[src/rtl/spi_xfer_pkg.sv]
// spi_xfer_pkg - shared types, divider table and helpers for the SPI transfer sequencer.
// Rev 1.0
`default_nettype none

package spi_xfer_pkg;

  typedef enum logic [1:0] {
    IDLE  = 2'd0,
    SHIFT = 2'd1,
    DONE  = 2'd2
  } state_t;

  localparam int SPI_DATA_W = 8;
  localparam int HALF_W     = 7;

  localparam logic [7:0] DIV_P0 = 8'd4;
  localparam logic [7:0] DIV_P1 = 8'd16;
  localparam logic [7:0] DIV_P2 = 8'd64;
  localparam logic [7:0] DIV_P3 = 8'd128;

  // System clocks per full SCK period.
  function automatic logic [7:0] div_of(input logic [1:0] prescaler, input logic clk2x);
    logic [7:0] d;
    case (prescaler)
      2'b00:   d = DIV_P0;
      2'b01:   d = DIV_P1;
      2'b10:   d = DIV_P2;
      default: d = DIV_P3;
    endcase
    return clk2x ? (d >> 1) : d;
  endfunction

  function automatic logic [HALF_W-1:0] half_of(input logic [1:0] prescaler, input logic clk2x);
    logic [7:0] d;
    d = div_of(prescaler, clk2x);
    return d[HALF_W:1];
  endfunction

endpackage

`default_nettype wire

[src/rtl/spi_xfer_ctrl_sck_gen.sv]
// spi_sck_gen - half-period counter producing leading/trailing edge strobes and SCK.
// Rev 1.0
`default_nettype none

module spi_sck_gen
  import spi_xfer_pkg::*;
(
  input  logic              clk,
  input  logic              rst,
  input  logic              start,
  input  logic              run,
  input  logic              park,
  input  logic              cpol_in,
  input  logic [HALF_W-1:0] half_in,
  output logic              lead,
  output logic              trail,
  output logic              sck
);

  localparam logic [HALF_W-1:0] C_ONE = HALF_W'(1);

  logic [HALF_W-1:0] r_half;
  logic [HALF_W-1:0] r_cnt;
  logic              r_cpol;
  logic              r_sck;
  logic              w_edge;

  always_ff @(posedge clk) begin
    if (rst) begin
      r_half <= '0;
      r_cnt  <= '0;
      r_cpol <= 1'b0;
      r_sck  <= 1'b0;
    end else if (start) begin
      r_half <= half_in;
      r_cnt  <= half_in - C_ONE;
      r_cpol <= cpol_in;
      r_sck  <= cpol_in;
    end else if (run) begin
      if (r_cnt == '0) begin
        r_cnt <= r_half - C_ONE;
        r_sck <= ~r_sck;
      end else begin
        r_cnt <= r_cnt - C_ONE;
      end
    end else if (park) begin
      // Returning to idle: follow the live CPOL rather than the latched one.
      r_cnt <= '0;
      r_sck <= cpol_in;
    end
  end

  assign w_edge = run && (r_cnt == '0);
  assign lead   = w_edge && (r_sck == r_cpol);
  assign trail  = w_edge && (r_sck != r_cpol);
  assign sck    = r_sck;

endmodule

`default_nettype wire

[src/rtl/spi_xfer_ctrl.sv]
// spi_xfer_ctrl - SPI master transfer sequencer with CSR write-back strobes.
// Rev 1.0
`default_nettype none

module spi_xfer_ctrl
  import spi_xfer_pkg::*;
#(
  parameter int DATA_W = SPI_DATA_W
) (
  input  logic              clk,
  input  logic              rst,
  input  logic              cfg_enable,
  input  logic              cfg_master,
  input  logic [1:0]        cfg_mode,
  input  logic [1:0]        cfg_prescaler,
  input  logic              cfg_clk2x,
  input  logic              cfg_dord,
  input  logic [1:0]        cfg_intlvl,
  input  logic              if_flag,
  input  logic              tx_wr,
  input  logic [DATA_W-1:0] tx_data,
  output logic [DATA_W-1:0] rdata_next,
  output logic              rdata_we,
  output logic              if_next,
  output logic              if_we,
  output logic              wrcol_next,
  output logic              wrcol_we,
  output logic              irq,
  output logic              busy,
  output logic              sck,
  output logic              mosi,
  input  logic              miso,
  output logic              cs_n
);

  localparam int                EDGES     = 2 * DATA_W;
  localparam int                EDGE_W    = $clog2(EDGES + 1);
  localparam logic [EDGE_W-1:0] LAST_EDGE = EDGE_W'(EDGES);
  localparam logic [EDGE_W-1:0] EDGE_ONE  = EDGE_W'(1);

  state_t            r_state;
  state_t            w_state_next;
  logic [DATA_W-1:0] r_tx;
  logic [DATA_W-1:0] r_rx;
  logic [EDGE_W-1:0] r_edge;
  logic              r_cpha;
  logic              r_dord;
  logic              r_wrcol;
  logic              r_irq;

  logic              w_active;
  logic              w_start;
  logic              w_run;
  logic              w_park;
  logic              w_lead;
  logic              w_trail;
  logic              w_sample;
  logic              w_shift;
  logic [HALF_W-1:0] w_half;

  assign w_active = cfg_enable && cfg_master;
  assign w_start  = (r_state == IDLE) && tx_wr && w_active;
  assign w_run    = (r_state == SHIFT) && w_active && (r_edge != LAST_EDGE);
  assign w_park   = (w_state_next == IDLE);
  assign w_half   = half_of(cfg_prescaler, cfg_clk2x);

  // CPHA=1 holds the first bit across the first leading edge, so that edge does not shift.
  assign w_sample = r_cpha ? w_trail : w_lead;
  assign w_shift  = r_cpha ? (w_lead && (r_edge != '0)) : w_trail;

  spi_sck_gen u_sck_gen (
    .clk     (clk),
    .rst     (rst),
    .start   (w_start),
    .run     (w_run),
    .park    (w_park),
    .cpol_in (cfg_mode[1]),
    .half_in (w_half),
    .lead    (w_lead),
    .trail   (w_trail),
    .sck     (sck)
  );

  always_ff @(posedge clk) begin
    if (rst) begin
      r_state <= IDLE;
    end else begin
      r_state <= w_state_next;
    end
  end

  always_comb begin
    w_state_next = r_state;
    cs_n         = 1'b1;
    busy         = 1'b0;
    mosi         = 1'b0;
    rdata_we     = 1'b0;
    if_we        = 1'b0;
    case (r_state)
      IDLE: begin
        if (w_start) w_state_next = SHIFT;
      end
      SHIFT: begin
        cs_n = 1'b0;
        busy = 1'b1;
        mosi = r_dord ? r_tx[0] : r_tx[DATA_W-1];
        if (!w_active)                w_state_next = IDLE;
        else if (r_edge == LAST_EDGE) w_state_next = DONE;
      end
      DONE: begin
        w_state_next = IDLE;
        rdata_we     = w_active;
        if_we        = w_active;
      end
      default: w_state_next = IDLE;
    endcase
  end

  always_ff @(posedge clk) begin
    if (rst) begin
      r_tx   <= '0;
      r_rx   <= '0;
      r_edge <= '0;
      r_cpha <= 1'b0;
      r_dord <= 1'b0;
    end else if (w_start) begin
      r_tx   <= tx_data;
      r_edge <= '0;
      r_cpha <= cfg_mode[0];
      r_dord <= cfg_dord;
    end else if (w_lead || w_trail) begin
      r_edge <= r_edge + EDGE_ONE;
      if (w_sample) begin
        r_rx <= r_dord ? {miso, r_rx[DATA_W-1:1]} : {r_rx[DATA_W-2:0], miso};
      end
      if (w_shift) begin
        r_tx <= r_dord ? (r_tx >> 1) : (r_tx << 1);
      end
    end
  end

  always_ff @(posedge clk) begin
    if (rst) begin
      r_wrcol <= 1'b0;
      r_irq   <= 1'b0;
    end else begin
      r_wrcol <= tx_wr && (r_state != IDLE);
      r_irq   <= if_flag && (cfg_intlvl != 2'b00);
    end
  end

  assign rdata_next = r_rx;
  assign if_next    = 1'b1;
  assign wrcol_next = 1'b1;
  assign wrcol_we   = r_wrcol;
  assign irq        = r_irq;

endmodule

`default_nettype wire

[config.mk]
export PLATFORM = sky130hd
export DESIGN_NAME = spi_xfer_ctrl
export DESIGN_NICKNAME = d
export VERILOG_FILES = /design/src/rtl/spi_xfer_pkg.sv /design/src/rtl/spi_xfer_ctrl_sck_gen.sv /design/src/rtl/spi_xfer_ctrl.sv
export SDC_FILE = /design/constraint.sdc
export NUM_CORES = 1
export LEC_CHECK = 0
export ABC_AREA = 1
export CAP_MARGIN = 20
export CORE_UTILIZATION = 45
export DETAILED_ROUTE_END_ITERATION = 6
export PLACE_DENSITY = 0.8
export SLEW_MARGIN = 0
export SYNTH_ARGS = -nofsm -noshare
export SYNTH_HDL_FRONTEND = slang
export SYNTH_SLANG_ARGS = --single-unit
export TNS_END_PERCENT = 30
[constraint.sdc]
create_clock -name clk -period 1.7 [get_ports clk]
set_clock_uncertainty 0.05 [all_clocks]
set_input_delay 0.255 -clock clk [delete_from_list [all_inputs] [get_ports clk]]
set_output_delay 0.255 -clock clk [all_outputs]
set_load 0.005 [all_outputs]
==> flow_summary.toml <==
[global_routing]
grt_antenna_before_repair = 0
grt_max_degree = 17
overflow = 0
grt_pass1_vias = 2213
grt_pass1_wl_um = 9560
grt.total_usage = 0.231

[yosys]
synth_area_um2 = 2280
synth-warning-count = 0
ys_types = 40
yosysSeqAreaShare = 0.378
ys_ff_latch = 43
synth_cells = 333
avgSynthCellArea_um2 = 6.84

[sta]
holdWs_ns = 0.426
slew_viol_final = 0
hold_viol = 0
setup_viol = 0
fin_crit_sh = 0.978
final.setup.worst_slack_ns = 0.0378
setup_tns_ns = 0
fmax_ghz = 0.602
fin_crit_ns = 1.66
rsz0062_at_grt = "true"

[setup_path]
cp.depth = 10
worstPathArrival_ns = 1.82
critical_path_required_ns = 1.86
critPathMaxFanout = 7
reg2regPathDepth = 10
crit_path_end_kind = "register"
critPathLaunch = "u_sck_gen.r_cnt[3]$_SDFFE_PP0P_"
worstSetupPathType = "reg2reg"
cp-start-kind = "register"
critPathSlowestCell = "dfxtp_2"
r2r_start = "u_sck_gen.r_cnt[3]$_SDFFE_PP0P_"
max_stage_delay_ns = 0.34
worstPathBufferInverterCount = 2
crit_family = "simple AND/OR/NAND/NOR gates"
crit_chain = "nor2_2 > nand2_2 > nor2_4 > inv_2 > nor2_4 > o211ai_1 > nand2_2 > inv_2 > nor2_1 > nor2_1"

[hold_path]
min_path_cells = 2
min_path_type = "reg2reg"
min_from = "u_sck_gen.r_half[6]$_SDFFE_PP0P_"

[drt]
detail-route-antenna-nets = 0
vias = 2390
drt-total-wl_um = 5750
via_per_inst = 5.13
drc = 0
first_pass_iters = 4
drt_iter0_drc = 115
avgRoutedWirePerCell_um = 12.3

[power_and_ir_drop]
p_leak_nw = 1.30
vdd.ir_drop.worst_mv = 0.424
p_per_area_nw_per_um2 = 697
power_w = 0.00216

[clock_tree]
clk_latency_ns = 0.30
cts_max_path_buffers = 2
clock_sinks = 43
cts_hold_buf = 0
numCtsBuffers = 5
htree_levels = 2
clkTransAtPathRegs_ns = 0.09
root_buffer = "clkbuf_8"
tritoncts = "done"

[cells_and_area]
multi_input_area_um2 = 1250
final_nets = 425
diodes = 0
fin_cells = 466
fillerInstances = 415
drive_above_1_share = 0.216
seqCellArea_um2 = 870
area_growth_pct = 36.0

[run_status]
outcome = "complete, no violations"

[placement]
place_congestion = 0.888
portBuffers = 38
dpl.cell_count = 454
dp_hpwl_um = 4130
place_ws_ns = -0.218

[die]
core_area_um2 = 4790
die_height_um = 73.2
floorplan.initialDensity = 0.476
die_w_um = 73.2
num_rows = 25
ios = 41
die_area_um2 = 5350

[job]
cap_violations = 0
## cell families (layout without fill, tap and decap cells)
logic type / after synthesis / in the layout / synth area share
DFF: 43 / 43 / 0.378
buffers and inverters: 51 / 116 / 0.102
AOI/OAI and AO/OA: 70 / 70 / 0.177
xor gates and xnor gates: 2 / 2 / 0.00769
other: 1 / 2 / 0.00165
and+or+nand+nor: 163 / 163 / 0.317
adders and majority gates: 3 / 3 / 0.0165
## state kept, by name (all words and copies together), names as in the netlist, 2 cells and up
register / count
r_edge: 5
r_state: 2
r_tx: 8
rdata_next: 8
u_sck_gen.r_cnt: 7
u_sck_gen.r_half: 7
## synth_stat cells
master    instances  area (µm²)
nand2_1          89         334
dfxtp_1          43         861
nor2_1           35         131
inv_1            33         124
o21ai_0          29         145
a21oi_1          21         105
nand3_1          15        75.1
a31oi_1           7        43.8
clkbuf_1          6        22.5
nand2_2           5        31.3
nor3_1            5        25.0
nand4_1           4        25.0
buf_4             3        22.5
ha_1              3        37.5
inv_2             3        11.3
a31oi_2           2        25.0
buf_6             2        22.5
nor2_2            2        12.5
nor2_4            2        22.5
o21ai_2           2        17.5
o22ai_1           2        12.5
xor2_1            2        17.5
a211oi_1          1        7.51
a21o_1            1        7.51
a22oi_1           1        7.51
buf_2             1        5.00
buf_8             1        15.0
clkinv_1          1        3.75
conb_1            1        3.75
inv_4             1        6.26
nand3_2           1        10.0
nor2_8            1        20.0
nor3_2            1        10.0
nor3b_1           1        7.51
nor3b_2           1        12.5
nor4_1            1        6.26
o211ai_1          1        7.51
o21a_1            1        7.51
o21bai_1          1        7.51
o221ai_1          1        8.76
## worst paths after layout
path | end | slack (ns)
max | r_tx[2]$_SDFFE_PP0P_ | 0.04
min | u_sck_gen.r_half[6]$_SDFFE_PP0P_ | 0.43
max reg2reg | r_tx[2]$_SDFFE_PP0P_ | 0.04
min reg2reg | u_sck_gen.r_half[6]$_SDFFE_PP0P_ | 0.43
## report_power, final
part	switching, W	leakage (nW)	internal, W
Combinational	0.000166	0.903	0.000148
Clock	0.000360	0.0502	0.000430
Sequential	0.0000210	0.352	0.00103
Total	0.000548	1.30	0.00161
## cell type report
class	count	area share
multi-input cells	240	0.404
flip-flops and latches	43	0.281
repair buffers	71	0.207
inverters	38	0.0468
well taps	67	0.0271
clock buffers	5	0.0222
clock inverters	2	0.0121
## per-stage QoR
| stage | utilization | cell area, µm² |
|---|---|---|
| 2_1_floorplan | - | 2280 |
| 3_3_place_gp | 0.602 | 2880 |
| 3_5_place_dp | 0.602 | 2880 |
| 4_1_cts | 0.625 | 2990 |
| 5_1_grt | 0.647 | 3100 |
| 6_report | 0.647 | 3100 |
## layout by cell type (no fill, tap or decap), drive strengths merged
| master | netlist | final |
|---|---|---|
| o22ai | 2 | 2 |
| inv | 37 | 37 |
| clkbuf | 6 | 5 |
| nand4 | 4 | 4 |
| o221ai | 1 | 1 |
| nor3b | 2 | 2 |
| ha | 3 | 3 |
| clkinv | 1 | 1 |
| bufinv | 0 | 1 |
| a211oi | 1 | 1 |
| a22oi | 1 | 1 |
| buf | 7 | 33 |
| dlygate4sd2 | 0 | 3 |
| nor4 | 1 | 1 |
| conb | 1 | 2 |
| nor2 | 40 | 40 |
| a31oi | 9 | 9 |
| a21o | 1 | 1 |
| nand3 | 16 | 16 |
| a21oi | 21 | 21 |
| dfxtp | 43 | 43 |
| o21ai | 31 | 31 |
| o21bai | 1 | 1 |
| o211ai | 1 | 1 |
| nand2 | 94 | 94 |
| clkinvlp | 0 | 1 |
| clkdlybuf4s50 | 0 | 35 |
| o21a | 1 | 1 |
| xor2 | 2 | 2 |
| nor3 | 6 | 6 |
## worst register-to-register path, delay by kind of cell, from the launching register on
kind                   cells  cell delay [ns]
flip-flops                 1             0.34
buffers and inverters      2             0.18
AO/OA/AOI/OAI              1             0.14
AND/OR/NAND/NOR            7             0.85
## layer usage
layer / wire, µm / share of wire / up-vias / track usage
met5: 0 / 0 / - / 0
met4: 83 / 0.014 / 0 / 0.0675
met3: 335 / 0.058 / 11 / 0.0539
met2: 2970 / 0.52 / 83 / 0.423
met1: 2360 / 0.41 / 1091 / 0.266
li1: - / - / 1205 / -
## timing repair
action | in CTS | in global routing
gates cloned | 0 | 0
gates resized for setup | 6 | 37
pin swaps | 1 | 13
endpoints found under the setup margin | 8 | 30
setup buffers | 0 | 5
Note: power is estimated with default switching activity, not from simulation.
